--- src/rtl/usb_tx_pipe.sv ---
// usb_tx_pipe: USB full-speed packet transmitter.
// Sends one descriptor (handshake, token or data packet) as SYNC, PID, body,
// CRC5/CRC16, bit stuffing, NRZI and EOP onto DP/DM, with an output enable.
module usb_tx_pipe #(
  parameter int MAX_BYTES = 8,
  parameter int BIT_DIV   = 1,
  parameter int SYNC_BITS = 8,
  parameter int LW        = $clog2(MAX_BYTES + 1)
) (
  input  logic                   clk,
  input  logic                   rst,
  input  logic                   pkt_valid,
  output logic                   pkt_ready,
  input  logic [1:0]             pkt_kind,
  input  logic [3:0]             pid,
  input  logic [6:0]             addr,
  input  logic [3:0]             endp,
  input  logic [8*MAX_BYTES-1:0] data,
  input  logic [LW-1:0]          len,
  output logic                   dp,
  output logic                   dm,
  output logic                   oe,
  output logic                   busy,
  output logic                   done
);

  localparam int DW = (BIT_DIV > 1) ? $clog2(BIT_DIV) : 1;
  localparam int IW = $clog2(8*MAX_BYTES + SYNC_BITS + 17);

  typedef enum logic [2:0] {
    S_IDLE, S_SYNC, S_PID, S_TOKEN, S_DATA, S_CRC, S_EOP
  } state_t;

  state_t                 state, state_n;
  logic [IW-1:0]          idx, idx_n;
  logic [DW-1:0]          div, div_n;
  logic [2:0]             ones, ones_n;
  logic [15:0]            crc, crc_n;
  logic [7:0]             pid_sr, pid_n;
  logic [10:0]            tok_sr, tok_n;
  logic [8*MAX_BYTES-1:0] dat_sr, dat_n;
  logic [1:0]             kind_r, kind_n;
  logic [LW-1:0]          len_r, len_n;
  logic                   dp_n, dm_n, oe_n, busy_n, done_n, ready_n;
  logic                   emit, bit_v;
  logic                   strobe, is_tok, is_dat;
  logic [IW-1:0]          data_last;

  // Oversized payload lengths are limited to the buffer size.
  function automatic logic [LW-1:0] clamp_len(input logic [LW-1:0] l);
    if (l > LW'(MAX_BYTES)) return LW'(MAX_BYTES);
    return l;
  endfunction

  // One serial CRC step; token CRC5 lives in the low five bits.
  function automatic logic [15:0] crc_step(input logic [15:0] c, input logic b,
                                           input logic tok);
    logic        fb;
    logic [15:0] r;
    if (tok) begin
      fb = b ^ c[4];
      r  = {11'd0, c[3:0], 1'b0} ^ (fb ? 16'h0005 : 16'h0000);
    end else begin
      fb = b ^ c[15];
      r  = {c[14:0], 1'b0} ^ (fb ? 16'h8005 : 16'h0000);
    end
    return r;
  endfunction

  assign strobe    = (div == DW'(BIT_DIV - 1));
  assign is_tok    = (kind_r == 2'b01);
  assign is_dat    = (kind_r == 2'b10);
  assign data_last = IW'({len_r, 3'b000}) - IW'(1);

  // Next-state logic: advances one line state per bit strobe; a pending
  // stuff bit always wins over the source bit, which is then held.
  always_comb begin
    state_n = state;   idx_n  = idx;    div_n  = div;   ones_n = ones;
    crc_n   = crc;     pid_n  = pid_sr; tok_n  = tok_sr; dat_n = dat_sr;
    kind_n  = kind_r;  len_n  = len_r;
    dp_n    = dp;      dm_n   = dm;     oe_n   = oe;    busy_n = busy;
    done_n  = 1'b0;    ready_n = pkt_ready;
    emit    = 1'b0;    bit_v  = 1'b0;
    if (state == S_IDLE) begin
      ready_n = 1'b1;
      if (pkt_valid) begin
        pid_n   = {~pid, pid};
        tok_n   = {endp, addr};
        dat_n   = data;
        kind_n  = pkt_kind;
        len_n   = clamp_len(len);
        crc_n   = 16'hFFFF;
        state_n = S_SYNC;
        idx_n   = IW'(1);
        div_n   = '0;
        ones_n  = '0;
        dp_n    = 1'b0;   // first SYNC zero: J -> K
        dm_n    = 1'b1;
        oe_n    = 1'b1;
        busy_n  = 1'b1;
        ready_n = 1'b0;
      end
    end else begin
      div_n = strobe ? '0 : div + DW'(1);
      if (strobe) begin
        if (ones == 3'd6) begin
          emit  = 1'b1;
          bit_v = 1'b0;
        end else begin
          case (state)
            S_SYNC: begin
              emit  = 1'b1;
              bit_v = (idx == IW'(SYNC_BITS - 1));
              if (bit_v) begin state_n = S_PID; idx_n = '0; end
              else idx_n = idx + IW'(1);
            end
            S_PID: begin
              emit  = 1'b1;
              bit_v = pid_sr[0];
              pid_n = pid_sr >> 1;
              if (idx == IW'(7)) begin
                idx_n = '0;
                if (is_tok)      state_n = S_TOKEN;
                else if (is_dat) state_n = (len_r == '0) ? S_CRC : S_DATA;
                else             state_n = S_EOP;
              end else idx_n = idx + IW'(1);
            end
            S_TOKEN: begin
              emit  = 1'b1;
              bit_v = tok_sr[0];
              tok_n = tok_sr >> 1;
              crc_n = crc_step(crc, bit_v, 1'b1);
              if (idx == IW'(10)) begin state_n = S_CRC; idx_n = '0; end
              else idx_n = idx + IW'(1);
            end
            S_DATA: begin
              emit  = 1'b1;
              bit_v = dat_sr[0];
              dat_n = dat_sr >> 1;
              crc_n = crc_step(crc, bit_v, 1'b0);
              if (idx == data_last) begin state_n = S_CRC; idx_n = '0; end
              else idx_n = idx + IW'(1);
            end
            S_CRC: begin
              emit  = 1'b1;
              bit_v = is_tok ? ~crc[4] : ~crc[15];
              crc_n = {crc[14:0], 1'b0};
              if (idx == IW'(is_tok ? 4 : 15)) begin state_n = S_EOP; idx_n = '0; end
              else idx_n = idx + IW'(1);
            end
            S_EOP: begin
              if (idx < IW'(2)) begin
                dp_n = 1'b0; dm_n = 1'b0; idx_n = idx + IW'(1);
              end else if (idx == IW'(2)) begin
                dp_n = 1'b1; dm_n = 1'b0; idx_n = IW'(3);
              end else begin
                state_n = S_IDLE; idx_n = '0;
                oe_n = 1'b0; busy_n = 1'b0; done_n = 1'b1; ready_n = 1'b1;
                dp_n = 1'b1; dm_n = 1'b0;
              end
            end
            default: state_n = S_IDLE;
          endcase
        end
        if (emit) begin
          ones_n = bit_v ? ones + 3'd1 : 3'd0;
          dp_n   = bit_v ? dp : ~dp;
          dm_n   = bit_v ? dm : ~dm;
        end
      end
    end
  end

  // Control and line registers; reset aborts any packet back to idle J.
  always_ff @(posedge clk) begin
    if (rst) begin
      state <= S_IDLE; idx <= '0; div <= '0; ones <= '0;
      dp <= 1'b1; dm <= 1'b0; oe <= 1'b0; busy <= 1'b0; done <= 1'b0;
      pkt_ready <= 1'b1;
    end else begin
      state <= state_n; idx <= idx_n; div <= div_n; ones <= ones_n;
      dp <= dp_n; dm <= dm_n; oe <= oe_n; busy <= busy_n; done <= done_n;
      pkt_ready <= ready_n;
    end
  end

  // Descriptor shift registers and CRC accumulator; loaded on accept.
  always_ff @(posedge clk) begin
    crc    <= crc_n;
    pid_sr <= pid_n;
    tok_sr <= tok_n;
    dat_sr <= dat_n;
    kind_r <= kind_n;
    len_r  <= len_n;
  end

endmodule

--- config.mk ---
export PLATFORM = sky130hd
export DESIGN_NAME = usb_tx_pipe
export DESIGN_NICKNAME = d
export VERILOG_FILES = /design/src/rtl/usb_tx_pipe.sv
export SDC_FILE = /design/constraint.sdc
export NUM_CORES = 1
export LEC_CHECK = 0
export ABC_AREA = 1
export CAP_MARGIN = 20
export CORE_MARGIN = 2
export CORE_UTILIZATION = 56
export DETAILED_ROUTE_END_ITERATION = 8
export DONT_BUFFER_PORTS = 1
export HOLD_SLACK_MARGIN = 0.06
export PLACE_DENSITY = 0.82
export RECOVER_POWER = 50
export SLEW_MARGIN = 20
export SYNTH_ARGS = -nofsm -noshare
export SYNTH_HDL_FRONTEND = slang
export SYNTH_SLANG_ARGS = --single-unit
--- constraint.sdc ---
create_clock -name clk -period 8.3 [get_ports clk]
set_clock_uncertainty 0.2 [all_clocks]
set_input_delay 1.66 -clock clk [delete_from_list [all_inputs] [get_ports clk]]
set_output_delay 1.66 -clock clk [all_outputs]
set_load 0.03 [all_outputs]
# After elaboration in Yosys (flattened, before gate mapping)
# Cells that the tools add are included.
# classes
add_sub_neg,4
order_cmp,2
n_eq_ne,28
muxes,99
bitwise,10
reduce_logical,24
# op_table
op,count
$mux W64,5
$mux W16,5
$mux W7,9
$mux W11,5
$mux W3,18
$pmux W16 S3,1
$mux W1,43
$mux W8,5
$pmux W7 S5,1
$ne A3 B3 Y1 const B,8
$reduce_and A4 Y1,5
$pmux W3 S6,1
$xor A16 B16 Y16,1
$eq A3 B3 Y1 const B,4
$mux W4,3
$reduce_and A10 Y1,1
$reduce_and A5 Y1,2
$reduce_bool A2 Y1,5
$ne A2 B2 Y1 const B,4
$add A7 B1 Y7 const B,1
$eq A7 B2 Y1 const B,1
$eq A7 B3 Y1 const B,1
$eq A7 B4 Y1,1
$eq A7 B4 Y1 const B,1
other kinds (29),36
# word_totals
regBits,124
out_inout_bits,6

# Longest topological paths before layout
# Gate-level depths: netlist of the first run.
# depth
depth_word,10
depth_mapped,14
depth_no_buf,14

# Worst setup path after synthesis of the first run
# OpenSTA, ideal clock, no wires.
# synth_timing
kind,input port to flip-flop
start,input port pkt_valid
end,"register dat_sr[0], enable pin"
setup_ns,0.487
t_arrival_ns,4.539
path_slack_ns,3.074
path_stages,4
path_buffers,0
cell_sequence,inv_1 > nand2_4 > nand2_4 > nor2_1
# synth_via
elab_chain_cells,2
# synth_rtl
item,line_no,text
from (decl),12,"input logic pkt_valid,"
$ne A2 B2 Y1 (no source line),--,
$reduce_and A4 Y1 (no source line),--,
to (signal assigned),192,dat_sr <= dat_n;
to (decl),41,"logic [8*MAX_BYTES-1:0] dat_sr, dat_n;"
# Every way passes these cells.
# A chain may end at the register's enable or synchronous reset.

# Worst setup path after layout of the first run
# layout_timing
start,register state[2]
end,"register dat_sr[54], enable pin"
# layout_via
elab_chain_cells,3
# layout_rtl
item,line_no,text
from (decl),34,"state_t state, state_n;"
from (signal assigned),181,state <= state_n; idx <= idx_n; div <= div_n; ones <= ones_n;
$eq A3 B3 Y1 or $logic_not A3 Y1 (tied branches),"110, 84",
"$reduce_bool A2 Y1 (no source line), or another cell as far along",--,
$reduce_and A4 Y1 (no source line) *,--,
# Mark *: on every way between the ends. The rest lies on a longest branch, timed or not.

==> results of run 1 <==
## layout by cell type (no fill, tap or decap), types with 3 or more instances in the layout
cell and instances:
a21oi_1 20, clkbuf_16 16, clkinvlp_4 3, dfxtp_1 18, edfxtp_1 105, ha_1 7
inv_1 40, inv_2 5, inv_6 4, nand2_1 304, nand2_4 4, nand3_1 39
nand4_1 6, nor2_1 35, nor2_2 3, o21ai_0 13, or2_2 3, xor2_1 5
## logic make-up after synthesis
logic type,share of synthesized area
flops,0.596
simple gates,0.284
buf+inv,0.0499
fa+ha+maj,0.0148
xor+xnor,0.0104
compound gates,0.0454
## power by group through the flow
stage                     logic [µW]  registers, µW  clock network, µW
after floorplan                  726           1230                  0
after global placement           852           1240                  0
after detailed placement         897           1250                  0
after CTS                        910           1250                693
after global routing            1040           1270                716
final                            903           1250                685
## metal layers
metal,part of all wire,vias up,global-route usage
met5,0,-,0
met4,0.028,0,0.0946
met3,0.057,30,0.0602
met2,0.51,150,0.358
met1,0.41,2053,0.270
li1,-,2145,-
## worst max path at each step
stage                                     start                   end  slack (ns)  cells past startpoint
after floorplan                       pkt_valid   dat_sr[0]$_DFFE_PP_        3.07                      4
after detailed placement  state[2]$_SDFFE_PP0P_  dat_sr[53]$_DFFE_PP_        4.48                      7
after global routing      state[2]$_SDFFE_PP0P_  dat_sr[50]$_DFFE_PP_        4.09                      7
final                     state[2]$_SDFFE_PP0P_  dat_sr[54]$_DFFE_PP_        4.44                      7
after CTS                 state[2]$_SDFFE_PP0P_  dat_sr[59]$_DFFE_PP_        4.46                      7
after global placement    state[2]$_SDFFE_PP0P_  dat_sr[54]$_DFFE_PP_        4.62                      7
## state kept, by name, indices dropped and copies added, names as in the netlist, 2 cells and up
register / count
kind_r: 2
idx: 7
crc: 16
dat_sr: 64
len_r: 4
ones: 3
state: 3
tok_sr: 11
pid_sr: 8
## worst reg2reg max path, cell delays in order (launching register included)
cell	delay [ns]
dfxtp_1	0.46
inv_1	0.19
nand2_4	0.77
inv_4	0.57
nand2_4	0.23
nand2_4	0.09
nor2_4	0.38
buf_4	0.58
## area by class of cell
class | count | area share
Inverter | 47 | 0.0276
Tap cell | 136 | 0.0261
Timing Repair Buffer | 2 | 0.00230
Clock buffer | 17 | 0.0634
Multi-Input combinational cell | 465 | 0.321
Clock inverter | 15 | 0.0215
Sequential cell | 123 | 0.538
## metrics by stage
| step | setup slack [ns] | util | area (µm²) |
|---|---|---|---|
| global placement | 4.62 | 0.582 | 5980 |
| global route | 4.09 | 0.636 | 6530 |
| CTS | 4.46 | 0.636 | 6530 |
| finish | 4.44 | 0.636 | 6530 |
| floorplan | 3.07 | - | 5900 |
| detailed placement | 4.48 | 0.582 | 5980 |
==> out/metrics.cfg, run 1 <==
[pwr]
leakage_uw = 0.00283
p_per_area_nw_per_um2 = 434
comb_power_share = 0.319
power_uw = 2830
vdd_drop_max_mv = 0.256
pwr-share-clk = 0.242
power_switching_uw = 1060
p_int_uw = 1780
p_seq_frac = 0.439
netSwitchingFraction = 0.373

[synthesis]
synth_top_area_share = 0.535
postSynth.topFlopCell = edfxtp_1
synth.distinct_cells = 38
ys_ff_latch = 123
synth.largest_area_cell = edfxtp_1
ys_top_cells_by_area = edfxtp_1 (53%), nand2_1 (19%), dfxtp_1 (6.1%)
syn_area_per_cell_um2 = 8.92
syn_area_um2 = 5900
syn_inst = 661
synth_fp_nets = 756
yosysSeqAreaShare = 0.596
synth_commonest_cells = nand2_1 (304), edfxtp_1 (105), inv_1 (39), nand3_1 (39), nor2_1 (36)
yosys_warnings = 0
postSynth.asyncResetShare = 0
synth_edf_count = 105
yosysMostFrequentCell = nand2_1

[clocking]
cts_buffer_depth = 2
ctsHoldBuffers = 0
cts_inserted_buffers = 17
clock_latency_ns = 0.52
cts_resized = 0
path_clk_slew_ns = 0.06
cts_num_sinks = 123
cts_root_buf = clkbuf_8
post_cts_buffers = 0
cts_tree = built
htree_levels = 4

[placement]
placed_cells = 773
dp_hpwl_mm = 7.94
routabilityCongestion = 0.835
port_buffers = 0

[die]
io_pins = 94
rows = 37
fp.coreArea_um2 = 10300
die_w_um = 107
die_y_um = 107
start_util = 0.574
die_area_um2 = 11400

[setup_path]
path_cells = inv_1 > nand2_4 > inv_4 > nand2_4 > nand2_4 > nor2_4 > buf_4
criticalPathCategory = reg -> reg
crit_arrival_ns = 3.82
path_common_cell = nand2_4
r2r_cells = 7
worst-path-max-fanout = 104
timing.rr.start = state[2]$_SDFFE_PP0P_
worstPathRequired_ns = 8.25
regToRegEndpoint = dat_sr[54]$_DFFE_PP_
critPathLaunchType = flip-flop
rrSetupSlack_ns = 4.44
cpPeakStageDelay_ns = 0.77
end_kind = flip-flop
cp_top_family = simple AND/OR/NAND/NOR gates
timing.critical_path.buf_inv = 3
cp_slowest_cell = nand2_4

[finish]
nFillCells = 823
drive_gt1_frac = 0.0882
syn_to_final_growth_pct = 10.7
nets = 751
multi_input_area_um2 = 2100
final_cells = 805
antennaDiodeCount = 0
seqCellArea_um2 = 3510

[grt]
grt_pass1_vias = 4237
grt_overflow = 0
grt_antenna_before_repair = 0
grt_max_degree = 105
grt_pass1_wl_mm = 19.3
grt_usage = 0.217

[timing]
worst_pin_slew_ns = 1.02
timing.hold.ws_ns = 0.309
setup_violations = 0
hold_violations = 0
drv_slew = 0
fmax_mhz = 259
rsz0062_at_grt = no
fin_crit_sh = 0.466
finalSetupTns_ns = 0
min_period_ns = 3.86
slew_headroom = 0.318

[hold_path]
min_path_type = reg -> reg
hold_end = ones[2]$_SDFFE_PP0P_
whs_path_depth = 2
hp-start = ones[2]$_SDFFE_PP0P_

[routing]
wl_per_cell_um = 14.7
firstDrtPassIters = 5
wirelength_mm = 11.9
via_count = 4378
drc_errors = 0
ant_nets = 0
drt_iter0_drc = 337
via_per_inst = 5.44

[job]
max_cap_viol_count = 0

[outcome]
status = complete, no violations

(Power assumes the default switching activity.)
==> run 2, diff against run 1 <==
clock period = 3.6 ns   (was 8.3 ns; I/O delays follow)
==> out/metrics.cfg, run 2 (same netlist as run 1, synthesis figures left out) <==
[timing]
finalSetupTns_ns = 0
setup_violations = 0
rsz0062_at_grt = no
timing.hold.ws_ns = 0.0831
worst_pin_slew_ns = 0.999
hold_violations = 0
fmax_mhz = 342
drv_slew = 0
min_period_ns = 2.93
slew_headroom = 0.330
fin_crit_sh = 0.813

[outcome]
status = complete, no violations

[setup_path]
worstPathRequired_ns = 3.54
cp_slowest_cell = nor2_1
end_kind = flip-flop
criticalPathCategory = reg -> reg
crit_arrival_ns = 2.87
critPathLaunchType = flip-flop
path_cells = nor2_4 > nand2_1 > nor2_1 > inv_1 > o21ai_1
cpPeakStageDelay_ns = 0.64
worst-path-max-fanout = 19

[finish]
nets = 754
max_flop_register = dat_sr
biggestRegsByFlops = dat_sr: 64 flops, crc: 16 flops, tok_sr: 11 flops
layout_common_cells = nand2_1 (307), edfxtp_1 (105), inv_1 (39), nand3_1 (39), nor2_1 (36)
seqCellArea_um2 = 3510
antennaDiodeCount = 0
final_common_cell = nand2_1
largest_register_ffs = 64
multi_input_area_um2 = 2060
drive_gt1_frac = 0.0893
syn_to_final_growth_pct = 11.5
fin_util = 0.640
fin_area_um2 = 6580
nFillCells = 812

[clocking]
post_cts_buffers = 0
cts_tree = built
htree_levels = 4
cts_inserted_buffers = 17
path_clk_slew_ns = 0.06
cts_root_buf = clkbuf_8
cts_buffer_depth = 2
clock_latency_ns = 0.52
cts_num_sinks = 123

[routing]
via_per_inst = 5.44
ant_nets = 0
via_count = 4398
firstDrtPassIters = 5
drt_iter0_drc = 381
drc_errors = 0
wl_per_cell_um = 15.0
wirelength_mm = 12.1

[job]
max_cap_viol_count = 0

[die]
start_util = 0.574
die_w_um = 107
fp.coreArea_um2 = 10300
io_pins = 94
die_area_um2 = 11400
rows = 37
die_y_um = 107

[grt]
grt_pass1_vias = 4278
grt_antenna_before_repair = 0
grt_max_degree = 87
grt_pass1_wl_mm = 19.8
grt_usage = 0.224
grt_overflow = 0

[pwr]
p_seq_frac = 0.429
netSwitchingFraction = 0.365
vdd_drop_max_mv = 0.580
p_int_uw = 4250
p_per_area_nw_per_um2 = 1020
leakage_uw = 0.00285
pwr-share-clk = 0.259
power_switching_uw = 2440
comb_power_share = 0.312

[placement]
routabilityCongestion = 0.932
port_buffers = 0
placed_area_um2 = 6000
dp_hpwl_mm = 7.84

[hold_path]
min_path_type = in -> reg

## run 2: changes by cell type in the layout (fill, tap and decap cells not counted), moves of 2 or more
cell       delta
nand2_4       -3
nand2_1       +3
clkinv_1      -2
bufinv_16     +2
## run 2: layer usage
metal,part of all wire,vias to the layer above,GRT usage,routed length (µm)
li1,-,2148,-,-
met1,0.41,2041,0.283,5020
met2,0.48,178,0.356,5840
met3,0.078,31,0.0663,939
met4,0.025,0,0.104,298
met5,0,-,0,0
## run 2: path summary, 6_finish.rpt
kind,from,to,slack (ns),depth (start not counted)
worst min-delay path,rst,ones[1]$_SDFFE_PP0P_,0.08,1
worst min register to register,ones[2]$_SDFFE_PP0P_,ones[2]$_SDFFE_PP0P_,0.31,2
worst max register to register,state[0]$_SDFFE_PP0P_,tok_sr[2]$_DFFE_PP_,0.67,5
worst max-delay path,state[0]$_SDFFE_PP0P_,tok_sr[2]$_DFFE_PP_,0.67,5
## run 2: worst max-delay path: cells and delay by family (launching register included)
| family | cells | cell delay, ns |
|---|---|---|
| flip-flops | 1 | 0.40 |
| buffers and inverters | 1 | 0.16 |
| AO/OA/AOI/OAI | 1 | 0.57 |
| AND/OR/NAND/NOR | 3 | 1.22 |
## run 2: cell type report
class | instances | area share
clock buffer | 17 | 0.0630
clock inverter | 15 | 0.0283
inverter | 47 | 0.0274
multi-input combinational | 465 | 0.313
sequential | 123 | 0.534
tap | 136 | 0.0259
timing repair buffer | 5 | 0.00799
## run 2: power groups by stage
stage / clock network, µW / logic [µW] / registers [µW]
finish: 1730 / 2080 / 2870
global placement: 0 / 1990 / 2860
detailed placement: 0 / 2080 / 2890
floorplan: 0 / 1680 / 2820
CTS: 1740 / 2120 / 2870
global route: 1790 / 2390 / 2940
## run 2: through the flow
stage               power (µW)  cells  setup WS (ns)
finish                    6680    808          0.674
global route              7110    808          0.437
CTS                       6730    808           1.02
detailed placement        4970    775           1.02
global placement          4850    775           1.12
floorplan                 4490    661          0.414
## run 2: what timing repair did
item                      4_1_cts  5_1_grt
gates resized for setup         0        0
hold endpoints to repair        9        0
hold buffers                    1        0
